File: src/rtl/riscv_defines.sv
// Shared core definitions: BTB geometry, the BTB entry layout and the BTB
// write-controller state encoding.
package riscv_defines;

    localparam int TABLE_ENTRIES = 64;
    localparam int INDEX_WIDTH   = $clog2(TABLE_ENTRIES);
    localparam int TAG_WIDTH     = 30 - INDEX_WIDTH;
    localparam int QUEUE_DEPTH   = 4;
    localparam int QPTR_WIDTH    = $clog2(QUEUE_DEPTH) + 1;

    typedef struct packed {
        logic                 valid;
        logic [TAG_WIDTH-1:0] tag;
        logic [31:0]          target;
    } btb_entry_t;

    typedef enum logic {
        IDLE  = 1'b0,
        SWEEP = 1'b1
    } ctrl_state_t;

endpackage

File: src/rtl/btb_update_ctrl_if.sv
// EX resolution inputs and BTB write-port outputs of the BTB update controller.
interface btb_update_ctrl_if;
    import riscv_defines::*;

    logic                   cflow_valid;
    logic                   cflow_taken;
    logic [31:0]            pc_e;
    logic [31:0]            cflow_target;
    logic                   flush_req;
    logic                   wr_en;
    logic [INDEX_WIDTH-1:0] wr_index;
    btb_entry_t             wr_entry;
    logic                   busy;
    logic                   flush_done;
    logic [15:0]            drop_cnt;

    modport master (
        output cflow_valid, cflow_taken, pc_e, cflow_target, flush_req,
        input  wr_en, wr_index, wr_entry, busy, flush_done, drop_cnt
    );

    modport slave (
        input  cflow_valid, cflow_taken, pc_e, cflow_target, flush_req,
        output wr_en, wr_index, wr_entry, busy, flush_done, drop_cnt
    );

endinterface

File: src/rtl/btb_update_queue.sv
// Pending BTB update FIFO. A push that hits the tail index rewrites the tail
// in place; clear empties it immediately.
module btb_update_queue
    import riscv_defines::*;
(
    input  logic                   clk,
    input  logic                   reset,
    input  logic                   clr,
    input  logic                   enq,
    input  logic [INDEX_WIDTH-1:0] enq_idx,
    input  btb_entry_t             enq_entry,
    input  logic                   deq,
    output logic [INDEX_WIDTH-1:0] head_idx,
    output btb_entry_t             head_entry,
    output logic                   empty,
    output logic                   drop
);
    localparam int AW = QPTR_WIDTH - 1;

    logic [QPTR_WIDTH-1:0]  wr_ptr_q, wr_ptr_d, rd_ptr_q, rd_ptr_d, tail_ptr;
    logic [INDEX_WIDTH-1:0] idx_q [QUEUE_DEPTH];
    logic [INDEX_WIDTH-1:0] idx_d [QUEUE_DEPTH];
    btb_entry_t             ent_q [QUEUE_DEPTH];
    btb_entry_t             ent_d [QUEUE_DEPTH];
    logic                   full, tail_alone, coalesce, alloc;

    assign empty      = (wr_ptr_q == rd_ptr_q);
    assign full       = (wr_ptr_q[AW] != rd_ptr_q[AW]) &&
                        (wr_ptr_q[AW-1:0] == rd_ptr_q[AW-1:0]);
    assign tail_ptr   = wr_ptr_q - QPTR_WIDTH'(1);
    assign tail_alone = ((wr_ptr_q - rd_ptr_q) == QPTR_WIDTH'(1));
    assign head_idx   = idx_q[rd_ptr_q[AW-1:0]];
    assign head_entry = ent_q[rd_ptr_q[AW-1:0]];

    // A tail that is leaving this cycle cannot absorb the new update.
    assign coalesce = enq && !empty && (idx_q[tail_ptr[AW-1:0]] == enq_idx) &&
                      !(deq && tail_alone);
    assign alloc    = enq && !coalesce && (!full || deq);
    assign drop     = enq && !coalesce && full && !deq && !clr;

    always_comb begin
        wr_ptr_d = wr_ptr_q;
        rd_ptr_d = rd_ptr_q;
        idx_d    = idx_q;
        ent_d    = ent_q;
        if (clr) begin
            wr_ptr_d = '0;
            rd_ptr_d = '0;
        end else begin
            if (coalesce)
                ent_d[tail_ptr[AW-1:0]] = enq_entry;
            if (alloc) begin
                idx_d[wr_ptr_q[AW-1:0]] = enq_idx;
                ent_d[wr_ptr_q[AW-1:0]] = enq_entry;
                wr_ptr_d = wr_ptr_q + QPTR_WIDTH'(1);
            end
            if (deq)
                rd_ptr_d = rd_ptr_q + QPTR_WIDTH'(1);
        end
    end

    always_ff @(posedge clk) begin
        if (reset) begin
            wr_ptr_q <= '0;
            rd_ptr_q <= '0;
        end else begin
            wr_ptr_q <= wr_ptr_d;
            rd_ptr_q <= rd_ptr_d;
        end
    end

    always_ff @(posedge clk) begin
        idx_q <= idx_d;
        ent_q <= ent_d;
    end

endmodule

File: src/rtl/btb_update_ctrl.sv
// Owns the BTB write port: invalidation sweeps after reset/flush, and taken
// branch updates either bypassed directly or drained from the pending queue.
module btb_update_ctrl
    import riscv_defines::*;
(
    input  logic             clk,
    input  logic             reset,
    btb_update_ctrl_if.slave bus
);
    ctrl_state_t            state_q, state_d;
    logic [INDEX_WIDTH-1:0] cnt_q, cnt_d, sweep_idx;
    logic                   last_q, last_d;
    logic                   wr_en_q, wr_en_d;
    logic [INDEX_WIDTH-1:0] wr_index_q, wr_index_d;
    btb_entry_t             wr_entry_q, wr_entry_d;
    logic                   busy_q, busy_d;
    logic                   flush_done_q, flush_done_d;
    logic [15:0]            drop_cnt_q, drop_cnt_d;

    logic                   upd_ev, in_sweep, sweep_wr, bypass;
    logic                   q_enq, q_deq, q_empty, q_drop;
    logic [INDEX_WIDTH-1:0] upd_idx, q_head_idx;
    btb_entry_t             upd_entry, q_head_entry;
    logic                   unused_pc_lsbs;

    assign upd_ev         = bus.cflow_valid && bus.cflow_taken;
    assign upd_idx        = bus.pc_e[2 +: INDEX_WIDTH];
    assign upd_entry      = '{valid: 1'b1, tag: bus.pc_e[31 -: TAG_WIDTH], target: bus.cflow_target};
    assign unused_pc_lsbs = ^bus.pc_e[1:0];

    // last_q marks the cycle after the final sweep write; the FSM stays in
    // SWEEP through it so flush_done lands in the first IDLE cycle.
    assign in_sweep  = (state_q == SWEEP);
    assign sweep_wr  = bus.flush_req || (in_sweep && !last_q);
    assign sweep_idx = bus.flush_req ? '0 : cnt_q;

    assign q_enq  = upd_ev && !bus.flush_req && (in_sweep || !q_empty);
    assign q_deq  = !in_sweep && !bus.flush_req && !q_empty;
    assign bypass = upd_ev && !bus.flush_req && !in_sweep && q_empty;

    btb_update_queue u_queue (
        .clk        (clk),
        .reset      (reset),
        .clr        (bus.flush_req),
        .enq        (q_enq),
        .enq_idx    (upd_idx),
        .enq_entry  (upd_entry),
        .deq        (q_deq),
        .head_idx   (q_head_idx),
        .head_entry (q_head_entry),
        .empty      (q_empty),
        .drop       (q_drop)
    );

    always_comb begin
        state_d      = state_q;
        cnt_d        = cnt_q;
        last_d       = 1'b0;
        wr_en_d      = 1'b0;
        wr_index_d   = '0;
        wr_entry_d   = '0;
        busy_d       = 1'b0;
        flush_done_d = 1'b0;
        if (sweep_wr) begin
            wr_en_d    = 1'b1;
            wr_index_d = sweep_idx;
            busy_d     = 1'b1;
            cnt_d      = sweep_idx + INDEX_WIDTH'(1);
            state_d    = SWEEP;
            last_d     = (sweep_idx == '1);
        end else if (in_sweep) begin
            state_d      = IDLE;
            flush_done_d = 1'b1;
        end else if (q_deq) begin
            wr_en_d    = 1'b1;
            wr_index_d = q_head_idx;
            wr_entry_d = q_head_entry;
        end else if (bypass) begin
            wr_en_d    = 1'b1;
            wr_index_d = upd_idx;
            wr_entry_d = upd_entry;
        end
    end

    always_comb begin
        drop_cnt_d = drop_cnt_q;
        if (q_drop && (drop_cnt_q != 16'hFFFF))
            drop_cnt_d = drop_cnt_q + 16'd1;
    end

    always_ff @(posedge clk) begin
        if (reset) begin
            state_q      <= SWEEP;
            cnt_q        <= '0;
            last_q       <= 1'b0;
            wr_en_q      <= 1'b0;
            wr_index_q   <= '0;
            wr_entry_q   <= '0;
            busy_q       <= 1'b1;
            flush_done_q <= 1'b0;
            drop_cnt_q   <= '0;
        end else begin
            state_q      <= state_d;
            cnt_q        <= cnt_d;
            last_q       <= last_d;
            wr_en_q      <= wr_en_d;
            wr_index_q   <= wr_index_d;
            wr_entry_q   <= wr_entry_d;
            busy_q       <= busy_d;
            flush_done_q <= flush_done_d;
            drop_cnt_q   <= drop_cnt_d;
        end
    end

    assign bus.wr_en      = wr_en_q;
    assign bus.wr_index   = wr_index_q;
    assign bus.wr_entry   = wr_entry_q;
    assign bus.busy       = busy_q;
    assign bus.flush_done = flush_done_q;
    assign bus.drop_cnt   = drop_cnt_q;

endmodule

File: src/flat_wrapper.sv
// flat-port wrapper written by rule: the top's interface ports become plain ports
module btb_update_ctrl_flat import riscv_defines::*;
  (clk, reset, bus_cflow_valid, bus_cflow_taken, bus_pc_e, bus_cflow_target, bus_flush_req, bus_wr_en, bus_wr_index, bus_wr_entry, bus_busy, bus_flush_done, bus_drop_cnt);
  btb_update_ctrl_if bus_i ();
  input  logic clk;
  input  logic reset;
  input wire logic [$bits(bus_i.cflow_valid)-1:0] bus_cflow_valid;
  input wire logic [$bits(bus_i.cflow_taken)-1:0] bus_cflow_taken;
  input wire logic [$bits(bus_i.pc_e)-1:0] bus_pc_e;
  input wire logic [$bits(bus_i.cflow_target)-1:0] bus_cflow_target;
  input wire logic [$bits(bus_i.flush_req)-1:0] bus_flush_req;
  output wire logic [$bits(bus_i.wr_en)-1:0] bus_wr_en;
  output wire logic [$bits(bus_i.wr_index)-1:0] bus_wr_index;
  output wire logic [$bits(bus_i.wr_entry)-1:0] bus_wr_entry;
  output wire logic [$bits(bus_i.busy)-1:0] bus_busy;
  output wire logic [$bits(bus_i.flush_done)-1:0] bus_flush_done;
  output wire logic [$bits(bus_i.drop_cnt)-1:0] bus_drop_cnt;
  assign bus_i.cflow_valid = bus_cflow_valid;
  assign bus_i.cflow_taken = bus_cflow_taken;
  assign bus_i.pc_e = bus_pc_e;
  assign bus_i.cflow_target = bus_cflow_target;
  assign bus_i.flush_req = bus_flush_req;
  assign bus_wr_en = bus_i.wr_en;
  assign bus_wr_index = bus_i.wr_index;
  assign bus_wr_entry = bus_i.wr_entry;
  assign bus_busy = bus_i.busy;
  assign bus_flush_done = bus_i.flush_done;
  assign bus_drop_cnt = bus_i.drop_cnt;
  btb_update_ctrl u_core (.clk(clk), .reset(reset), .bus(bus_i));
endmodule
File: config.mk
export PLATFORM = sky130hd
export DESIGN_NAME = btb_update_ctrl_flat
export DESIGN_NICKNAME = d
export VERILOG_FILES = /design/src/rtl/riscv_defines.sv /design/src/rtl/btb_update_ctrl_if.sv /design/src/rtl/btb_update_queue.sv /design/src/rtl/btb_update_ctrl.sv /design/src/flat_wrapper.sv
export SDC_FILE = /design/constraint.sdc
export NUM_CORES = 1
export LEC_CHECK = 0
export ABC_CLOCK_PERIOD_IN_PS = 11400
export CORE_MARGIN = 3
export CORE_UTILIZATION = 30
export CTS_CLUSTER_DIAMETER = 80
export CTS_CLUSTER_SIZE = 30
export DETAILED_ROUTE_END_ITERATION = 16
export GPL_TIMING_DRIVEN = 0
export PLACE_DENSITY = 0.54
export SYNTH_ARGS = -nofsm -noshare
export SYNTH_HDL_FRONTEND = slang
export SYNTH_SLANG_ARGS = --single-unit
File: constraint.sdc
create_clock -name clk -period 11.4 [get_ports clk]
set_input_delay 3.42 -clock clk [delete_from_list [all_inputs] [get_ports clk]]
set_output_delay 3.42 -clock clk [all_outputs]
set_load 0.02 [all_outputs]
-- Yosys cells after proc, flatten, opt, wreduce, memory -nomap -nowiden
Cells that the tools add are included.
- $add $sub $neg: 6
- magnitude comparators: 5
- equality and inequality tests: 7
- muxes and demuxes: 34
- bitwise operators: 5
- reduce and logical (&&, ||, !) cells: 37
- operators with widths (kind ; count):
    $mux W228 ; 3
    $bwmux W228 ; 2
    $mux W57 ; 6
    $demux W57 S2 ; 2
    $bmux W57 S2 ; 1
    $mux W6 ; 10
    $bmux W6 S2 ; 2
    $bwmux W24 ; 1
    $logic_and A1 B1 Y1 ; 21
    $add A16 B1 Y16 const B ; 1
    $ne A16 B16 Y1 const B ; 1
    $demux W6 S2 ; 1
    $ge A3 B3 Y1 const B ; 3
    $not A2 Y3 ; 3
    $logic_not A1 Y1 ; 8
    $add A3 B1 Y3 const B ; 2
    $add A6 B1 Y6 const B ; 1
    $eq A6 B6 Y1 ; 1
    $eq A6 B6 Y1 const B ; 1
    $lt A3 B1 Y1 const B ; 2
    $mux W1 ; 6
    $reduce_or A2 Y1 ; 3
    $eq A3 B1 Y1 const B ; 1
    $eq A3 B3 Y1 ; 1
    8 further kinds ; 11
- register bits after elaboration: 347
- logic and storage cells: 122

-- Longest topological paths before layout
Gate-level depths: netlist of run 1.
- word-level depth: 14
- gate-level depth with buffers: 14
- gate-level depth less buffers: 9

-- Hierarchy
Synthesis of run 1 repeated with hierarchy kept, for this count alone.
- cell total of the unflattened synthesis: 2308
- area total of the unflattened synthesis: 22251.3 um2
- by module, submodules not included (module ; times used ; cells each ; area each (um2) ; sequential area each (um2)):
    btb_update_queue ; 1 ; 1940 ; 18839.3 ; 7687.4
    btb_update_ctrl ; 1 ; 368 ; 3412.0 ; 1781.7

-- Least setup slack after synthesis of run 1
OpenSTA, ideal clock, no wires.
- kind: input port to flip-flop
- start: in bus_flush_req
- end: reg u_core.cnt_q[2]
- setup time: 0.128 ns
- arrival: 8.853 ns
- required time: 11.272 ns
- path slack: 2.420 ns
- cell stages on the path: 5
- buffers on the path: 1
- cells stage by stage: clkbuf_1 > inv_1 > o21ai_0 > a21oi_1 > nor2_1
- word-level cells in the longest chain between the ends: 2
- ends and longest elaborated chain (what ; RTL line ; RTL):
    start: declaration ; flat_wrapper.sv:11 ; input wire logic [$bits(bus_i.flush_req)-1:0] bus_flush_req;
    $mux W6 ; btb_update_ctrl.sv:35 ; assign sweep_idx = bus.flush_req ? '0 : cnt_q;
    $add A6 B1 Y6 ; btb_update_ctrl.sv:68 ; cnt_d = sweep_idx + INDEX_WIDTH'(1);
    end signal: assignment ; btb_update_ctrl.sv:104 ; cnt_q <= cnt_d;
    end: declaration ; btb_update_ctrl.sv:11 ; logic [INDEX_WIDTH-1:0] cnt_q, cnt_d, sweep_idx;
Several ways; a longest one is shown, not always the timed one.
A chain may end at the register's enable or synchronous reset.

-- Worst setup path in the final report of run 1
- start: in bus_flush_req
- end: reg u_core.u_queue.ent_q[158] in the netlist's numbering (data pin)
- word-level cells in the longest chain between the ends: 10
- ends and longest elaborated chain (what ; RTL line ; RTL):
    $logic_not A1 Y1 (*) ; btb_update_ctrl.sv:37, btb_update_ctrl.sv:38 ;
    $logic_and A1 B1 Y1 (on tied branches) (2 in series) ; btb_update_ctrl.sv:37, btb_update_ctrl.sv:38 ;
    $logic_and A1 B1 Y1 (on tied branches) ; btb_update_queue.sv:36, btb_update_queue.sv:37 ;
    $logic_and A1 B1 Y1 or $logic_not A1 Y1 (tied branches) ; btb_update_queue.sv:36, btb_update_queue.sv:37 ;
    $logic_and A1 B1 Y1 ; btb_update_queue.sv:36 ; assign coalesce = enq && !empty && (idx_q[tail_ptr[AW-1:0]] == enq_idx) &&
    $mux W228 or $logic_not A1 Y1 (tied branches) ; btb_update_queue.sv:50, btb_update_queue.sv:38 ;
    $mux W228 or $logic_and A1 B1 Y1 (tied branches) ; btb_update_queue.sv:46, btb_update_queue.sv:38 ;
    $bwmux W228 or $logic_and A1 B1 Y1 (tied branches) ; btb_update_queue.sv:54, btb_update_queue.sv:38 ;
    $mux W228 (*) ; btb_update_queue.sv:52 ; if (alloc) begin
    end signal: assignment ; btb_update_queue.sv:74 ; ent_q <= ent_d;
    end: declaration ; btb_update_queue.sv:23 ; btb_entry_t ent_q [QUEUE_DEPTH];
Every way passes the cells marked *; elsewhere a longest branch is shown, timed or not. The select of a mux whose other input is x is not followed.

==> impl_metrics.ini, run 1 <==
[clocking]
clockRootBuffer = clkbuf_16
clk_latency_ns = 0.56
cts_buffer_depth = 3
clkTransAtPathRegs_ns = 0.09
hold_buffers = 0
cts_tree = done
h-tree-depth = 1
cts.sinks = 347
cts_buffers = 23
cts_resized = 0
cts_setup_buffers = 0

[sta]
worst_slew_pin_slew_ns = 1.01
setup_ws_ns = 5.22
period_needed_ns = 6.18
whs_ns = 0.491
max_slew_margin = 0.325
rsz0062_at_grt = no
hold_violations = 0
max_freq_mhz = 162
fin_skew_ns = 0.0233
period_share = 0.542
setup-violations-final = 0
slew_violations = 0

[cells_and_area]
utilization = 0.369
fin_nets = 1296
nFillCells = 4968
layout-drive-gt1-share = 0.251
syn_to_final_growth_pct = 20.2
design_area_sq_mm = 0.0191

[global_routing]
grt_pass1_wl_um = 60000
antenna_found_initial = 3
grt_use_total = 0.137
grt_pass1_vias = 9777
grt_start_max_net_pins = 117
globalRouteOverflowTotal = 0

[setup_path]
worst_r2r_endpoint = u_core.u_queue.ent_q[158]
crit_chain = clkdlybuf4s50_1 > nand3b_1 > a221oi_1 > nand4_1 > a211oi_2 > buf_4 > mux2_4 > buf_6 > buf_6 > mux2_1
cp_top_family = buffers and inverters
start_kind = input port
rrSetupSlack_ns = 5.88
slowest_delay_ns = 0.48
cp.arrival_ns = 6.48
cp.required_ns = 11.70
reg2reg_from = u_core.u_queue.rd_ptr_q[1]
rr_worst_depth = 14
end_kind = flop
crit_type = in2reg
cpMostUsedCell = buf_6
crit_fanout = 10
crit_buf_inv = 4
slowest_stage = clkdlybuf4s50_1

[synth]
synthCells = 1042
yosys_warnings = 0
synth-main-ff-cell = edfxtp_1
synth_commonest_cells = edfxtp_1 (252), mux2_2 (164), dfxtp_1 (95), nor2_1 (79)
syn-mean-instance-area_sq_um = 15.3
yosysTopAreaCell = edfxtp_1
yosysSeqAreaShare = 0.594
synth_top_area_share = 0.475
syn_area_sq_mm = 0.0159
ys_top_cells_by_area = edfxtp_1 (47%), dfxtp_1 (12%), mux2_2 (12%)
syn-num-nets = 1121
ys_ff_latch = 347
yosysMostFrequentCell = edfxtp_1
async_flop_share = 0
synth_cell_type_count = 41
synth_edf_count = 252

[drt]
routedWlPerCell_um = 20.6
antenna_left = 0
vias_per_cell = 4.99
vias = 9549
drt_iter0_drc = 718
routed_wl_um = 39500
drc = 0
dr.pass1.iters = 5

[power_and_ir_drop]
p_sw_uw = 604
vdd.ir_drop.worst_v = 0.0000913
swShare = 0.240
power.internal_mw = 1.91
power.share.combinational = 0.056
seq_power_share = 0.571
pwr_density_cell_mw_per_mm2 = 131
power.leakage_nw = 6.10
clkPwrFrac = 0.373

[min_path]
hp-class = reg2reg
hold_depth = 2
hold_start = u_core.cnt_q[1]
min_to = u_core.cnt_q[1]

[floorplan]
die_height_um = 236
die_w_um = 236
coreArea_sq_mm = 0.0519
num_rows = 83
pin_count = 151
die_area_sq_mm = 0.0559
start_util = 0.307

[placed_design]
place_ws_ns = 4.68
place_area_sq_mm = 0.0183
io_buffers = 148
gp_congestion = 0.736
dpl.hpwl_um = 26000

[outcome]
status = finished, final reports clean

[flow_run]
drv_cap = 0
[sequential cells by signal, summed over array words and instances (netlist names)]
signal	flops
u_core.u_queue.ent_q	228
u_core.bus.wr_entry	57
u_core.u_queue.idx_q	24
u_core.bus.drop_cnt	16
u_core.bus.wr_index	6
u_core.cnt_q	6
u_core.u_queue.rd_ptr_q	3
u_core.u_queue.wr_ptr_q	3
u_core.bus.flush_done	1
u_core.bus.wr_en	1
u_core.in_sweep	1
u_core.last_q	1
[worst max path at each step]
stage	startpoint	end	slack (ns)	depth (start not counted)
2_1_floorplan	bus_flush_req	u_core.cnt_q[2]	2.42	5
3_3_place_gp	bus_flush_req	u_core.cnt_q[2]	-0.47	6
3_5_place_dp	bus_flush_req	u_core.u_queue.ent_q[198]	4.68	10
4_1_cts	bus_flush_req	u_core.u_queue.ent_q[158]	5.26	10
5_1_grt	bus_flush_req	u_core.u_queue.ent_q[201]	5.09	10
6_report	bus_flush_req	u_core.u_queue.ent_q[158]	5.22	10
[routing by layer]
metal	GRT usage	up-vias	wire, um
li1	-	4415	-
met1	0.191	4920	17800
met2	0.227	172	19300
met3	0.0215	38	1810
met4	0.0279	4	560
met5	0	-	31
[tightest hold or removal path, stage by stage, from the launching register on]
cell and delay [ns]:
dfxtp_1 0.34, nand2_1 0.06, a21oi_1 0.05
[metrics by stage]
step | power (mW) | TNS (ns) | instances
floorplan | 1.55 | 0 | 1042
global placement | 1.61 | -0.628 | 1870
detailed placement | 1.60 | 0 | 1872
CTS | 2.55 | 0 | 1913
global route | 2.61 | 0 | 1913
finish | 2.51 | 0 | 1915
[area by class of cell]
class	count	area [sq um]	area share
flip-flops and latches	347	9470	0.495
multi-input cells	611	6030	0.315
repair buffers	150	1520	0.0794
well taps	680	851	0.0444
clock buffers	23	576	0.0301
plain buffers	75	400	0.0209
clock inverters	18	253	0.0132
inverters	9	41.3	0.00216
diodes	2	5.00	0.000261
[power groups by stage]
stage	logic (mW)	registers (mW)	clock network [mW]
after floorplan	0.0848	1.46	0
after global placement	0.136	1.47	0
after detailed placement	0.143	1.46	0
after CTS	0.143	1.43	0.978
after global routing	0.154	1.44	1.02
final	0.140	1.43	0.938
[cells by family (layout without fill, tap and decap cells)]
group,count (synthesis),in the layout,share of synthesized area
flops,347,347,0.594
compound gates,107,107,0.0453
buf+inv,84,275,0.0273
fa+ha+maj,10,10,0.00833
simple gates,173,173,0.0520
mux,306,306,0.264
xor+xnor,15,15,0.00911
other cells,0,2,0
[cells in the final DEF (no fill, tap or decap), types with 12 or more instances in the layout]
master	netlist	routed
a21oi_1	22	22
a22oi_1	61	61
buf_4	13	13
clkbuf_1	37	37
clkbuf_16	0	23
clkdlybuf4s50_1	0	148
dfxtp_1	95	95
edfxtp_1	252	252
mux2_1	67	67
mux2_2	164	164
mux4_2	67	67
nand2_1	22	22
nor2_1	79	79
o21ai_0	13	13
or3_1	12	12
(Power assumes the default switching activity.)
==> run 2: changes to the inputs <==
Settings changed: ABC_CLOCK_PERIOD_IN_PS 11400 to 5400, PLACE_DENSITY 0.54 to 0.56.
Clock period 11.4 ns to 5.4 ns, I/O delays scaled along.
==> run 2 against run 1 <==
- total power is 110% higher
- worst setup slack got worse by 4.6 ns
- worst hold slack worse by 0.0027 ns
- clock power up 100%
- count of clock-buffer cells in the layout is 2 higher
- sequential power up 110%
- final area increased by 0.43%
- register-to-register slack lost 5.3 ns
- utilization increased by 0.16 points
- critical endpoint is now u_core.u_queue.ent_q[220]
- largest power group unchanged
- highest routed layer unchanged
==> impl_metrics.ini, run 2 (synthesis results as in run 1) <==
[outcome]
status = finished, final reports clean

[placed_design]
gp_congestion = 0.730
dpl.hpwl_um = 26700
dp.cells = 1878
io_buffers = 148
place_ws_ns = -0.237
place_area_sq_mm = 0.0185

[cells_and_area]
utilization = 0.370
largest_reg_flops = 228
fin_nets = 1300
register_area_sq_mm = 0.00947
layout.cells.most_common_list = edfxtp_1 (252), mux2_2 (164), clkdlybuf4s50_1 (148), dfxtp_1 (95), nor2_1 (79)
final_cells = 1920
syn_to_final_growth_pct = 20.7
nFillCells = 4981
layout-drive-gt1-share = 0.254
multi_input_area_sq_mm = 0.00603
design_area_sq_mm = 0.0192
layout_commonest_cell = edfxtp_1
regMostFlops = u_core.u_queue.ent_q

[clocking]
cts_tree = done
clkTransAtPathRegs_ns = 0.09
cts_buffers = 22
clockRootBuffer = clkbuf_16
hold_buffers = 0
clk_latency_ns = 0.57
cts_buffer_depth = 3
cts_resized = 1
h-tree-depth = 1
cts_setup_buffers = 0
cts.sinks = 347

[floorplan]
pin_count = 151
coreArea_sq_mm = 0.0519
die_height_um = 236
num_rows = 83
start_util = 0.307
die_area_sq_mm = 0.0559
die_w_um = 236

[sta]
whs_ns = 0.489
setup-violations-final = 0
slew_violations = 0
max_freq_mhz = 209
rsz0062_at_grt = no
fin_skew_ns = 0.0256
setup_ws_ns = 0.624
hold_violations = 0
worst_slew_pin_slew_ns = 0.984
max_slew_margin = 0.344
period_share = 0.884
period_needed_ns = 4.78
tns_ns = 0

[global_routing]
antenna_found_initial = 6
busiest_layer = met2
globalRouteOverflowTotal = 0
use_met3 = 0.0261
met1_usage = 0.189
grt_start_max_net_pins = 43
grt_pass1_wl_um = 59900
grt_pass1_vias = 9829
grt_use_total = 0.137
use_met2 = 0.225

[min_path]
hp-class = reg2reg

[drt]
antenna_left = 0
drc = 0
drt_iter0_drc = 696
routedWlPerCell_um = 20.4
vias_per_cell = 4.95
routed_wl_um = 39100
dr.pass1.iters = 4
vias = 9508

[power_and_ir_drop]
p_sw_mw = 1.18
power.leakage_nw = 6.14
swShare = 0.226
power_mw = 5.25
power.internal_mw = 4.06
clkPwrFrac = 0.365
power.share.combinational = 0.059
vdd.ir_drop.worst_v = 0.000188
pwr_density_cell_mw_per_mm2 = 273
seq_power_share = 0.577

[setup_path]
cp.arrival_ns = 5.08
end_kind = flop
cp.required_ns = 5.70
start_kind = flop
crit_fanout = 19
crit_type = reg2reg

[flow_run]
drv_cap = 0
run 2: worst max-delay path: stages, from the launching register on:
cell	delay, ns
dfxtp_1	0.40
clkbuf_2	0.61
clkbuf_1	0.61
inv_1	0.17
ha_1	0.34
and2_1	0.16
a221oi_1	0.38
nand4_1	0.17
a211oi_2	0.37
buf_4	0.26
mux2_4	0.36
buf_6	0.17
buf_6	0.17
mux2_1	0.32
run 2: path summary, 6_finish.rpt:
kind,startpoint,endpoint,slack [ns],cells after the start
worst max-delay path,u_core.u_queue.rd_ptr_q[1],u_core.u_queue.ent_q[220],0.62,13
worst min-delay path,u_core.cnt_q[1],u_core.cnt_q[1],0.49,2
worst max register to register,u_core.u_queue.rd_ptr_q[1],u_core.u_queue.ent_q[220],0.62,13
worst min register to register,u_core.cnt_q[1],u_core.cnt_q[1],0.49,2
run 2: area by class of cell:
cell class	instances	area share
inverters	9	0.00195
plain buffers	74	0.0218
well taps	680	0.0442
flip-flops and latches	347	0.492
multi-input cells	611	0.314
clock inverters	15	0.0105
clock buffers	25	0.0297
repair buffers	156	0.0853
diodes	3	0.000390
run 2: per-layer routing:
layer  share of wire  vias to the layer above
met5          0.0012                        -
met4           0.014                        8
met3           0.053                       39
met2            0.48                      207
met1            0.45                     4833
li1                -                     4421
run 2: power groups by stage:
stage / combinational [mW] / clock (mW) / sequential, mW
4_1_cts: 0.313 / 1.99 / 3.03
3_5_place_dp: 0.312 / 0 / 3.09
5_1_grt: 0.337 / 2.08 / 3.04
2_1_floorplan: 0.181 / 0 / 3.08
3_3_place_gp: 0.291 / 0 / 3.10
6_report: 0.308 / 1.91 / 3.03
==> run 3: changes to the inputs <==
Settings changed: SKIP_LAST_GASP from default to 1.
==> results of run 3 <==
Final layout, timing and power as in run 2 (identical DEF).
==> patch: new RTL, settings of run 2 <==
Change the package constant `QUEUE_DEPTH` from 4 to 8.
--- a/src/rtl/riscv_defines.sv
+++ b/src/rtl/riscv_defines.sv
@@ -7,3 +7,3 @@
     localparam int TAG_WIDTH     = 30 - INDEX_WIDTH;
-    localparam int QUEUE_DEPTH   = 4;
+    localparam int QUEUE_DEPTH   = 8;
     localparam int QPTR_WIDTH    = $clog2(QUEUE_DEPTH) + 1;
Check against the original RTL: no difference found for any inputs over 4 cycles, from zero or initial values and one cycle with reset high; that may be too few to reach the edited logic, so the function may still have changed.
==> patch against run 2 <==
  * Synthesized area grew 81%
  * Sequential power grew 77%
  * Cell area grew 73%
  * Global-route usage grew 1.5 points
  * Setup slack lost 380 ps
  * Wire length grew 96%
  * Sequential cell count grew 254
  * Total power grew 73%
  * Highest routed layer unchanged
  * Fmax shrank 7.4%
  * First-iteration DRC count grew 120%
==> patch: results (changes against run 2) <==
Post-synthesis compound-gate area fraction - 2.86% (was 4.53%)
Mapped Area - 0.0288 sq mm (was 0.0159 sq mm)
Status - complete, no violations (unchanged)
Clk pwr - 0.00318 W (was 0.00191 W)
Sequential power - 0.00536 W (was 0.00303 W)
Tot Pwr - 0.00906 W (was 0.00525 W)
First-pass GRT wire length - 115000 um (was 59900 um)
Number of multi-input logic gates - 1135 (was 611)
Seq/Total Area, Yosys - 59.3% (was 59.4%)
Cts bufs inserted - 35 (was 22)
Fillers - 9005 (was 4981)
Post-cts gate resize count - 18 (was 1)
P_int - 0.00694 W (was 0.00406 W)
Post-Route WL - 76800 um (was 39100 um)
Post-synth EDFFs - 504 (was 252)
Worst hold margin - 495 ps (was 489 ps)
Crit path launch - u_core.u_queue.wr_ptr_q[0] (was u_core.u_queue.rd_ptr_q[1])
Clock Skew - 51.5 ps (was 25.6 ps)
Final #Nets - 2142 (was 1300)
Top cells by area, synth - edfxtp_1 (53%), mux2_2 (16%), mux4_2 (10%), dfxtp_1 (6.7%), a21oi_1 (2.2%) (was edfxtp_1 (47%), dfxtp_1 (12%), mux2_2 (12%), mux4_2 (9.5%), mux2_1 (4.7%))
Pre-CTS setup slack - -1610 ps (was -237 ps)
Vias in the first global route - 17800 (was 9829)
Iteration-0 DRC Markers - 1507 (was 696)
WL per Instance - 22.9 um (was 20.4 um)
Diode count - 5 (was 3)
ClkCell Share - 3.76% (was 4.02%)
Final Cell Area - 0.0333 sq mm (was 0.0192 sq mm)
Initial antenna violation count - 5 (was 6)
Buffering overhead - 6.72% (was 10.7%)
Layout cells sized above 1 - 33.3% (was 25.4%)
Clk slew on worst S/H paths - 110 ps (was 90 ps)
Worst rel slew slack - 13.3% (was 34.4%)
WHS Endpoint - u_core.last_q (was u_core.cnt_q[1])
Sink Count - 601 (was 347)
Leak pwr - 10.7 nW (was 6.14 nW)
Syn_area_per_cell - 15.4 sq um (was 15.3 sq um)
Worst Min Path Start - u_core.cnt_q[5] (was u_core.cnt_q[1])
Synth Area in XOR/XNOR - 0.996% (was 0.911%)
Multi-input gate area - 0.0111 sq mm (was 0.00603 sq mm)
Post-Place Cell Area - 0.0318 sq mm (was 0.0185 sq mm)
Final worst slack - 244 ps (was 624 ps)
Mux cell area share after synthesis - 28.5% (was 26.4%)
Setup repair bufs after CTS - 4 (was 0)
Clk_buf instances - 38 (was 25)
Largest register FFs - 456 (was 228)
Syn nets - 1950 (was 1121)
GP Congestion - 0.822 (was 0.730)
Synth Area in Adders - 0.417% (was 0.832%)
==> patch: changes by cell type after synthesis, sizes merged, moves of 20 or more <==
cell	change
edfxtp	+252
mux2	+217
nand2	+138
a21oi	+102
mux4	+67
a22oi	-61
buf	+40
nor2	+20
==> patch: routing by layer <==
| layer | global-route usage [%] | vias up | share of wire [%] |
|---|---|---|---|
| met3 | 2.39 | 100 | 5.2 |
| met1 | 20.7 | 8993 | 44 |
| met2 | 25.0 | 435 | 48 |
| met5 | 0 | - | 0.020 |
| li1 | - | 7631 | - |
| met4 | 4.86 | 2 | 3.0 |
==> patch: critical path: stages (launching register included) <==
cell	delay, ps
dfxtp_1	350
clkbuf_4	240
buf_4	210
buf_2	230
clkbuf_4	240
inv_1	140
ha_2	360
clkbuf_4	240
mux4_2	330
mux2i_1	210
xor2_1	220
nand2_1	120
nor4_4	320
buf_4	250
nand2b_2	210
o31a_1	210
buf_4	310
buf_4	310
mux2_2	370
